File: src/rtl/change_dispenser_if.sv
// Change-payout bus between the vending controller/display path and change_dispenser.
// CHANGE_AUDIT_EN adds the total_paid audit counter to the bus.
interface change_if #(
    parameter int TUBE_W = 4
);
    logic              change_req;
    logic [7:0]        change_amt;
    logic              restock;
    logic              ready;
    logic              eject_5;
    logic              eject_2;
    logic              eject_1;
    logic              done;
    logic              short;
    logic [7:0]        remaining;
    logic [TUBE_W-1:0] tube5;
    logic [TUBE_W-1:0] tube2;
    logic [TUBE_W-1:0] tube1;
`ifdef CHANGE_AUDIT_EN
    logic [15:0]       total_paid;

    modport master (
        output change_req, change_amt, restock,
        input  ready, eject_5, eject_2, eject_1, done, short, remaining,
        input  tube5, tube2, tube1, total_paid
    );
    modport slave (
        input  change_req, change_amt, restock,
        output ready, eject_5, eject_2, eject_1, done, short, remaining,
        output tube5, tube2, tube1, total_paid
    );
`else
    modport master (
        output change_req, change_amt, restock,
        input  ready, eject_5, eject_2, eject_1, done, short, remaining,
        input  tube5, tube2, tube1
    );
    modport slave (
        input  change_req, change_amt, restock,
        output ready, eject_5, eject_2, eject_1, done, short, remaining,
        output tube5, tube2, tube1
    );
`endif
endinterface

File: src/rtl/change_dispenser.sv
// Greedy $5/$2/$1 coin payout with per-tube stock tracking and timed eject pulses.
// Optional build macro CHANGE_AUDIT_EN adds a saturating total_paid counter.
module change_dispenser #(
    parameter int TUBE_DEPTH   = 15,
    parameter int TUBE_W       = 4,
    parameter int EJECT_CYCLES = 4,
    parameter int GAP_CYCLES   = 8
) (
    input  logic  clk,
    input  logic  rst,
    change_if.slave bus
);
    localparam int CNT_W = 8;

    typedef enum logic [2:0] {
        S_IDLE, S_SELECT, S_EJECT, S_GAP, S_DONE, S_SHORT
    } state_t;

    state_t            r_state;
    logic [CNT_W-1:0]  r_cnt;
    logic [7:0]        r_remaining;
    logic [TUBE_W-1:0] r_tube5, r_tube2, r_tube1;
    logic              r_eject5, r_eject2, r_eject1;
    logic              r_done, r_short;
    logic [2:0]        w_coin;

    // Greedy pick for the current remaining amount; 0 means no coin can be paid.
    always_comb begin
        w_coin = 3'd0;
        if (r_remaining >= 8'd5 && r_tube5 != '0)
            w_coin = 3'd5;
        else if (r_remaining >= 8'd2 && r_tube2 != '0)
            w_coin = 3'd2;
        else if (r_tube1 != '0)
            w_coin = 3'd1;
    end

    always_ff @(posedge clk or negedge rst) begin
        if (!rst) begin
            r_state     <= S_IDLE;
            r_cnt       <= '0;
            r_remaining <= '0;
            r_tube5     <= TUBE_W'(TUBE_DEPTH);
            r_tube2     <= TUBE_W'(TUBE_DEPTH);
            r_tube1     <= TUBE_W'(TUBE_DEPTH);
            r_eject5    <= 1'b0;
            r_eject2    <= 1'b0;
            r_eject1    <= 1'b0;
            r_done      <= 1'b0;
            r_short     <= 1'b0;
        end else begin
            case (r_state)
                S_IDLE: begin
                    if (bus.restock) begin
                        r_tube5 <= TUBE_W'(TUBE_DEPTH);
                        r_tube2 <= TUBE_W'(TUBE_DEPTH);
                        r_tube1 <= TUBE_W'(TUBE_DEPTH);
                    end else if (bus.change_req) begin
                        r_remaining <= bus.change_amt;
                        if (bus.change_amt == 8'd0) begin
                            r_state <= S_DONE;
                            r_done  <= 1'b1;
                        end else begin
                            r_state <= S_SELECT;
                        end
                    end
                end
                S_SELECT: begin
                    if (r_remaining == 8'd0) begin
                        r_state <= S_DONE;
                        r_done  <= 1'b1;
                    end else if (w_coin == 3'd0) begin
                        r_state <= S_SHORT;
                        r_short <= 1'b1;
                    end else begin
                        // Debit amount and tube on the edge the solenoid fires.
                        r_remaining <= r_remaining - {5'd0, w_coin};
                        r_state     <= S_EJECT;
                        r_cnt       <= CNT_W'(EJECT_CYCLES - 1);
                        case (w_coin)
                            3'd5: begin
                                r_tube5  <= r_tube5 - TUBE_W'(1);
                                r_eject5 <= 1'b1;
                            end
                            3'd2: begin
                                r_tube2  <= r_tube2 - TUBE_W'(1);
                                r_eject2 <= 1'b1;
                            end
                            default: begin
                                r_tube1  <= r_tube1 - TUBE_W'(1);
                                r_eject1 <= 1'b1;
                            end
                        endcase
                    end
                end
                S_EJECT: begin
                    if (r_cnt == '0) begin
                        r_eject5 <= 1'b0;
                        r_eject2 <= 1'b0;
                        r_eject1 <= 1'b0;
                        r_state  <= S_GAP;
                        r_cnt    <= CNT_W'(GAP_CYCLES - 1);
                    end else begin
                        r_cnt <= r_cnt - CNT_W'(1);
                    end
                end
                S_GAP: begin
                    if (r_cnt == '0)
                        r_state <= S_SELECT;
                    else
                        r_cnt <= r_cnt - CNT_W'(1);
                end
                default: begin
                    r_done  <= 1'b0;
                    r_short <= 1'b0;
                    r_state <= S_IDLE;
                end
            endcase
        end
    end

    assign bus.ready     = (r_state == S_IDLE) && !bus.restock;
    assign bus.eject_5   = r_eject5;
    assign bus.eject_2   = r_eject2;
    assign bus.eject_1   = r_eject1;
    assign bus.done      = r_done;
    assign bus.short     = r_short;
    assign bus.remaining = r_remaining;
    assign bus.tube5     = r_tube5;
    assign bus.tube2     = r_tube2;
    assign bus.tube1     = r_tube1;

`ifdef CHANGE_AUDIT_EN
    logic [15:0] r_total_paid;

    function automatic logic [15:0] sat_add(input logic [15:0] a, input logic [2:0] c);
        logic [16:0] s;
        s = {1'b0, a} + {14'd0, c};
        return s[16] ? 16'hFFFF : s[15:0];
    endfunction

    // Not touched by restock: this is a lifetime audit figure.
    always_ff @(posedge clk or negedge rst) begin
        if (!rst)
            r_total_paid <= '0;
        else if (r_state == S_SELECT && r_remaining != 8'd0 && w_coin != 3'd0)
            r_total_paid <= sat_add(r_total_paid, w_coin);
    end

    assign bus.total_paid = r_total_paid;
`else
`endif
endmodule
File: src/flat_wrapper.sv
// flat-port wrapper written by rule: the top's interface ports become plain ports
module change_dispenser_flat 
#(
    parameter int TUBE_DEPTH   = 15,
    parameter int TUBE_W       = 4,
    parameter int EJECT_CYCLES = 4,
    parameter int GAP_CYCLES   = 8
)
  (clk, rst, bus_change_req, bus_change_amt, bus_restock, bus_ready, bus_eject_5, bus_eject_2, bus_eject_1, bus_done, bus_short, bus_remaining, bus_tube5, bus_tube2, bus_tube1);
  change_if #(.TUBE_W(TUBE_W)) bus_i ();
  input  logic clk;
  input  logic rst;
  input wire logic [$bits(bus_i.change_req)-1:0] bus_change_req;
  input wire logic [$bits(bus_i.change_amt)-1:0] bus_change_amt;
  input wire logic [$bits(bus_i.restock)-1:0] bus_restock;
  output wire logic [$bits(bus_i.ready)-1:0] bus_ready;
  output wire logic [$bits(bus_i.eject_5)-1:0] bus_eject_5;
  output wire logic [$bits(bus_i.eject_2)-1:0] bus_eject_2;
  output wire logic [$bits(bus_i.eject_1)-1:0] bus_eject_1;
  output wire logic [$bits(bus_i.done)-1:0] bus_done;
  output wire logic [$bits(bus_i.short)-1:0] bus_short;
  output wire logic [$bits(bus_i.remaining)-1:0] bus_remaining;
  output wire logic [$bits(bus_i.tube5)-1:0] bus_tube5;
  output wire logic [$bits(bus_i.tube2)-1:0] bus_tube2;
  output wire logic [$bits(bus_i.tube1)-1:0] bus_tube1;
  assign bus_i.change_req = bus_change_req;
  assign bus_i.change_amt = bus_change_amt;
  assign bus_i.restock = bus_restock;
  assign bus_ready = bus_i.ready;
  assign bus_eject_5 = bus_i.eject_5;
  assign bus_eject_2 = bus_i.eject_2;
  assign bus_eject_1 = bus_i.eject_1;
  assign bus_done = bus_i.done;
  assign bus_short = bus_i.short;
  assign bus_remaining = bus_i.remaining;
  assign bus_tube5 = bus_i.tube5;
  assign bus_tube2 = bus_i.tube2;
  assign bus_tube1 = bus_i.tube1;
  change_dispenser #(.TUBE_DEPTH(TUBE_DEPTH), .TUBE_W(TUBE_W), .EJECT_CYCLES(EJECT_CYCLES), .GAP_CYCLES(GAP_CYCLES)) u_core (.clk(clk), .rst(rst), .bus(bus_i));
endmodule
File: config.mk
export PLATFORM = sky130hd
export DESIGN_NAME = change_dispenser_flat
export DESIGN_NICKNAME = d
export VERILOG_FILES = /design/src/rtl/change_dispenser_if.sv /design/src/rtl/change_dispenser.sv /design/src/flat_wrapper.sv
export SDC_FILE = /design/constraint.sdc
export NUM_CORES = 1
export LEC_CHECK = 0
export ABC_CLOCK_PERIOD_IN_PS = 6800
export CAP_MARGIN = 20
export CORE_MARGIN = 2
export CORE_UTILIZATION = 25
export DETAILED_ROUTE_END_ITERATION = 10
export SLEW_MARGIN = 20
export SYNTH_ARGS = -nofsm -noshare
export SYNTH_HDL_FRONTEND = slang
export SYNTH_SLANG_ARGS = --single-unit
export TNS_END_PERCENT = 30
File: constraint.sdc
create_clock -name clk -period 6.8 [get_ports clk]
set_input_delay 0.68 -clock clk [delete_from_list [all_inputs] [get_ports clk]]
set_output_delay 0.68 -clock clk [all_outputs]
set_load 0.1 [all_outputs]
==> metrics.md, run 1 <==
| Metric | Value |
|---|---|
| Outcome | `completed` |
| Antenna violations before repair | `0` |
| I/O pins | `38` |
| Fmax | `305 MHz` |
| Final Hold Vio Count | `0` |
| Crit path max fanout | `8` |
| Mapped Nets | `271` |
| Critical path class | `reg2reg` |
| Initial Util | `25.9%` |
| Clock Path Buffers | `2` |
| Largest net degree at the start of global routing | `37` |
| Share of layout cells above drive strength 1 | `10.4%` |
| I/O Buffers | `37` |
| Max_cap viols | `0` |
| Starting DRT DRC Count | `121` |
| Worst clock skew | `0.00945 ns` |
| Data required, critical path | `6.97 ns` |
| Worst Setup End Kind | `flip-flop` |
| Vias in the first global route | `2042` |
| Cell variety after synth | `60` |
| Register bit total from synthesis | `36` |
| Synth-to-layout area growth | `24.2%` |
| Chip width | `99.4 um` |
| ANT cells | `0` |
| Post-cts sizing count | `0` |
| DP HPWL | `4480 um` |
| Cells after synthesis | `249` |
| Worst-path cell with the longest stage delay | `dfstp_2` |
| Overall Global Routing Usage | `12.8%` |
| Top FF cell, synth | `dfrtp_1` |
| Setup crit start kind | `flip-flop` |
| Number of warnings issued by yosys | `0` |
| DIE AREA | `9870 um^2` |
| CTS sink count | `36` |
| Mapped cell area | `2270 um^2` |
| Post-synthesis async set-or-reset flop share | `100%` |
| First drt pass iteration count | `5` |
| Synthesized area per cell | `9.13 um^2` |
| Hold Path Class | `in2async` |
| Clock Pin Slew Worst Setup and Hold Paths | `0.08 ns` |
| Via count | `2106` |
| Endpoints failing setup | `0` |
| Fin crit share | `48.2%` |
| Reg2Reg Setup Slack | `3.52 ns` |
| CTS Hold Bufs | `0` |
| Post-CTS setup buffer count | `0` |
| First-pass GRT wire length | `10200 um` |
| Routed Antenna Nets | `0` |
| Total CTS buffers | `5` |
| WP buf/inv | `3` |
| H-tree Lvls | `2` |
| Slew Limit Fails | `0` |
| TNS Setup | `0 ns` |
| Final min period | `3.28 ns` |
| NumNets Final | `309` |
| Slew margin rel. | `34.0%` |
| Skew-Pair Late Insertion Delay | `0.28 ns` |
| Layout filler cell count | `912` |
| Worst Max-Slew Pin Slew | `0.987 ns` |
| # DRC | `0` |
| CP peak stage delay | `0.57 ns` |
| Crit path DAT | `3.45 ns` |
| Vias per Instance | `5.32` |
| CP Cell Sequence | `inv_1, ha_1, or3b_2, o31a_4, clkinv_4, o21ai_0, ha_1, inv_1, fa_1, a211oi_1, nor3b_1, o211ai_1, a221o_1` |
| Die Ht | `99.4 um` |
| # rows | `34` |
| Clock root buffer | `clkbuf_8` |
| Core Area | `8760 um^2` |
| Seq/Total Area, Yosys | `40.3%` |
| Routability cong. | `0.846` |
| Drt wl/cell | `15.3 um` |
| Largest delay contributor family on the critical path | `compound AO/OA/AOI/OAI gates` |
| Total wire length | `6040 um` |
| RSZ-0062 raised after global routing | `no` |
| Global route overflow | `0` |
| CTS tree | `built` |
| Number of synthesized flops with an enable pin | `0` |
## cells by family after synthesis
| family | share of synthesized area [%] |
|---|---|
| flops | 40.3 |
| fa+ha+maj | 5.83 |
| mux | 2.48 |
| simple gates | 20.3 |
| compound gates | 25.7 |
| buf+inv | 5.06 |
| xor+xnor | 0.385 |
## cell usage after synthesis, drive strengths merged, types with 3 or more instances
cell type,count,area (um^2)
dfrtp,24,601
nor2,22,82.6
inv,20,75.1
nand2,18,67.6
a21oi,17,85.1
o21ai,13,65.1
a31oi,12,81.3
dfstp,12,315
nor3,11,60.1
ha,9,113
a211oi,7,52.6
nand3,7,35.0
nor4,5,31.3
clkbuf,4,15.0
nor2b,4,25.0
or4,4,33.8
a41o,3,30.0
mux2i,3,30.0
nand4,3,33.8
o211ai,3,22.5
o21a,3,22.5
o22ai,3,18.8
## sequential cells by signal, indices dropped and copies added, names as in the netlist
name	cells
u_core.bus.eject_1	1
u_core.r_state	3
u_core.bus.eject_2	1
u_core.bus.tube1	4
u_core.bus.eject_5	1
u_core.bus.tube2	4
u_core.bus.tube5	4
u_core.bus.done	1
u_core.r_cnt	8
u_core.bus.short	1
u_core.bus.remaining	8
## layout make-up
| class | count | area (um^2) | share of cell area (%) |
|---|---|---|---|
| clock buffer | 7 | 76.3 | 2.70 |
| tap | 108 | 135 | 4.79 |
| clock inverter | 1 | 3.75 | 0.133 |
| inverter | 21 | 83.8 | 2.97 |
| sequential | 36 | 916 | 32.4 |
| multi-input combinational | 186 | 1240 | 44.0 |
| timing repair buffer | 37 | 365 | 12.9 |
## path summary, 6_finish.rpt
check                                                      end  cells past startpoint                       startpoint
max                        u_core.bus.remaining[6]$_DFFE_PN0P_                     13  u_core.bus.tube5[0]$_DFFE_PN1P_
min                                u_core.r_cnt[1]$_DFFE_PN0P_                      1                              rst
max reg2reg                u_core.bus.remaining[6]$_DFFE_PN0P_                     13  u_core.bus.tube5[0]$_DFFE_PN1P_
min reg2reg                        u_core.r_cnt[6]$_DFFE_PN0P_                      1      u_core.r_cnt[6]$_DFFE_PN0P_
max in group asynchronous       u_core.bus.eject_1$_DFFE_PN0P_                      1                              rst
min in group clk                   u_core.r_cnt[6]$_DFFE_PN0P_                      1      u_core.r_cnt[6]$_DFFE_PN0P_
## placed cells by master (no fill, tap or decap), drive strengths merged, types with 4 or more instances in the layout
cell type and n:
nor2b 4, ha 9, nor2 22, a211oi 7, nand3 7, nor3 11, nor4 5, a31oi 12
dfstp 12, dfrtp 24, nand2 18, o21ai 13, or4 4, a21oi 17, clkdlybuf4s50 36, clkbuf 7
inv 20
## metal layers
layer / global-route usage [%] / vias to the layer above / routed length (um)
met5: 0 / - / 0
met4: 3.48 / 0 / 53
met3: 3.09 / 4 / 325
met2: 19.1 / 67 / 2740
met1: 18.3 / 1012 / 2920
li1: - / 1023 / -
## metrics by stage
stage / util (%) / setup WS [ns] / area (um^2) / instances / hold WS [ns]
floorplan: - / 3.05 / 2270 / 249 / 0.384
global placement: 31.3 / 3.61 / 2740 / 388 / 0.467
detailed placement: 31.3 / 3.54 / 2740 / 388 / 0.474
CTS: 32.2 / 3.52 / 2820 / 396 / 0.486
global route: 32.2 / 3.24 / 2820 / 396 / 0.526
finish: 32.2 / 3.52 / 2820 / 396 / 0.485
Power of run 1 is left out: the tool's default activity adds up to more than one toggle a clock period on the data nets, which glitch-free logic cannot reach.
==> run 2, diff against run 1 <==
- ABC_CLOCK_PERIOD_IN_PS: 6800 -> 3400
- clock period: 6.8 -> 3.4 ns (I/O delays scaled with it)
==> run 2 against run 1 <==
Effect of this change:
- worst setup slack lost 3.3 ns
- die area unchanged
- largest cell class unchanged
- global-route usage grew 0.13 points
- critical endpoint unchanged
==> metrics.md, run 2 (synthesis results as in run 1) <==
| Metric | Value |
|---|---|
| Outcome | `completed` |
| Setup crit start kind | `flip-flop` |
| WP buf/inv | `3 (unchanged)` |
| Highest Signal Layer | `met4` |
| Drt wl/cell | `15.2 um (about the same)` |
| Skew-Pair Late Insertion Delay | `0.29 ns (about the same)` |
| Routability cong. | `0.827 (-2.2%)` |
| Hold Path Class | `in2async` |
| Fmax | `317 MHz (+4.0%)` |
| Starting DRT DRC Count | `122 (+0.83%)` |
| Antenna violations before repair | `0 (unchanged)` |
| Crit path max fanout | `8 (unchanged)` |
| Largest net degree at the start of global routing | `37 (unchanged)` |
| Via count | `2109 (+0.14%)` |
| WHS | `0.150 ns (-0.335 ns)` |
| Vias in the first global route | `2006 (-1.8%)` |
| Worst-path cell with the longest stage delay | `dfstp_4` |
| Crit path DAT | `3.33 ns (-0.12 ns)` |
| Core Area | `8760 um^2 (unchanged)` |
| Routed met1 length | `3030 um (+3.8%)` |
| Clock Path Buffers | `2 (unchanged)` |
| Reg2reg end | `u_core.bus.remaining[6]$_DFFE_PN0P_` |
| Post-cts sizing count | `0 (unchanged)` |
| WL met3 | `380 um (+17%)` |
| Routed Antenna Nets | `0 (unchanged)` |
| Final Hold Vio Count | `0 (unchanged)` |
| CTS Hold Bufs | `0 (unchanged)` |
| Clock Pin Slew Worst Setup and Hold Paths | `0.08 ns (about the same)` |
| Initial Util | `25.9% (unchanged)` |
| # DRC | `0 (unchanged)` |
| First drt pass iteration count | `4 (-1)` |
| Share of layout cells above drive strength 1 | `14.3% (+3.9 points)` |
| NumNets Final | `314 (+1.6%)` |
| Total wire length | `6110 um (+1.2%)` |
| Max_cap viols | `0 (unchanged)` |
| Global route overflow | `0 (unchanged)` |
| Slew margin rel. | `34.1% (+0.12 points)` |
| DIE AREA | `9870 um^2 (unchanged)` |
| Final worst-path setup slack | `0.249 ns (-3.27 ns)` |
| Synth-to-layout area growth | `26.7%` |
| H-tree Lvls | `2 (unchanged)` |
| CTS sink count | `36 (unchanged)` |
| Post-CTS setup buffer count | `0 (unchanged)` |
| Critical path class | `reg2reg` |
| Commonest non-fill, non-tap cell in the layout | `clkdlybuf4s50_1` |
| Fin crit share | `92.7% (+44 points)` |
| I/O Buffers | `37 (unchanged)` |
| Reg2Reg Depth | `13 (unchanged)` |
| Largest delay contributor family on the critical path | `compound AO/OA/AOI/OAI gates` |
| Total CTS buffers | `5 (unchanged)` |
| Worst clock skew | `0.00944 ns (-0.0000179 ns)` |
| First-pass GRT wire length | `10200 um (about the same)` |
| R2R Path Start | `u_core.bus.tube5[0]$_DFFE_PN1P_` |
| Commonest cells after routing, fill and taps aside | `35 x clkdlybuf4s50_1, 22 x nor2_1, 20 x inv_1` |
| RSZ-0062 raised after global routing | `no` |
| I/O pins | `38 (unchanged)` |
| Final min period | `3.15 ns (-0.127 ns)` |
| Clock root buffer | `clkbuf_8` |
| CTS tree | `built` |
| Chip width | `99.4 um (unchanged)` |
| Data required, critical path | `3.58 ns (-3.39 ns)` |
| Final core utilization | `32.9% (+0.67 points)` |
| CP peak stage delay | `0.64 ns (+0.07 ns)` |
| ANT cells | `0 (unchanged)` |
| Pre-CTS WS | `0.233 ns (-3.30 ns)` |
| # rows | `34 (unchanged)` |
| Endpoints failing setup | `0 (unchanged)` |
| Wire length on met2 | `2580 um (-5.7%)` |
| Overall Global Routing Usage | `12.9% (+0.13 points)` |
| Slew Limit Fails | `0 (unchanged)` |
| DP HPWL | `4470 um (about the same)` |
| Layout filler cell count | `922 (+1.1%)` |
| CP Cell Sequence | `inv_1, ha_1, or3b_2, o31a_4, clkinv_4, o21ai_0, ha_1, inv_1, fa_1, a211oi_1, nor3b_1, o211ai_1, a221o_1` |
| Vias per Instance | `5.26 (-1.1%)` |
| Die Ht | `99.4 um (unchanged)` |
| Worst Max-Slew Pin Slew | `0.986 ns (-0.00173 ns)` |
| Worst Setup End Kind | `flip-flop` |
| Reg2Reg Setup Slack | `0.25 ns (-3.27 ns)` |
[run 2: final cells by class]
type	count	area (um^2)	share of cell area, %
repair buffers	42	400	13.9
flip-flops and latches	36	930	32.3
well taps	108	135	4.69
inverters	21	83.8	2.91
multi-input cells	186	1240	43.1
clock buffers	8	90.1	3.13
[run 2: how the worst max path moves through the flow]
stage,from,endpoint,slack (ns),depth (start not counted)
final,u_core.bus.tube5[0]$_DFFE_PN1P_,u_core.bus.remaining[6]$_DFFE_PN0P_,0.25,13
after global routing,u_core.bus.remaining[6]$_DFFE_PN0P_,u_core.bus.remaining[5]$_DFFE_PN0P_,0.01,10
after CTS,u_core.bus.tube5[0]$_DFFE_PN1P_,u_core.bus.remaining[6]$_DFFE_PN0P_,0.23,13
after detailed placement,u_core.bus.tube5[0]$_DFFE_PN1P_,u_core.bus.remaining[6]$_DFFE_PN0P_,0.23,13
after global placement,u_core.bus.tube5[0]$_DFFE_PN1P_,u_core.bus.remaining[6]$_DFFE_PN0P_,0.32,13
after floorplan,u_core.r_state[2]$_DFFE_PN0P_,bus_ready,-0.005,4
[run 2: per-layer routing]
| layer | global-route usage [%] | up-vias |
|---|---|---|
| li1 | - | 1037 |
| met1 | 19.1 | 994 |
| met2 | 18.5 | 67 |
| met3 | 3.16 | 11 |
| met4 | 3.69 | 0 |
| met5 | 0 | - |
[run 2: per-stage QoR]
stage | setup TNS [ns] | instance area [um^2] | std cells
finish | 0 | 2880 | 401
global route | 0 | 2880 | 401
CTS | 0 | 2880 | 401
detailed placement | 0 | 2790 | 393
global placement | 0 | 2790 | 393
floorplan | -0.00524 | 2290 | 249
Power of run 2 is left out for the same reason.
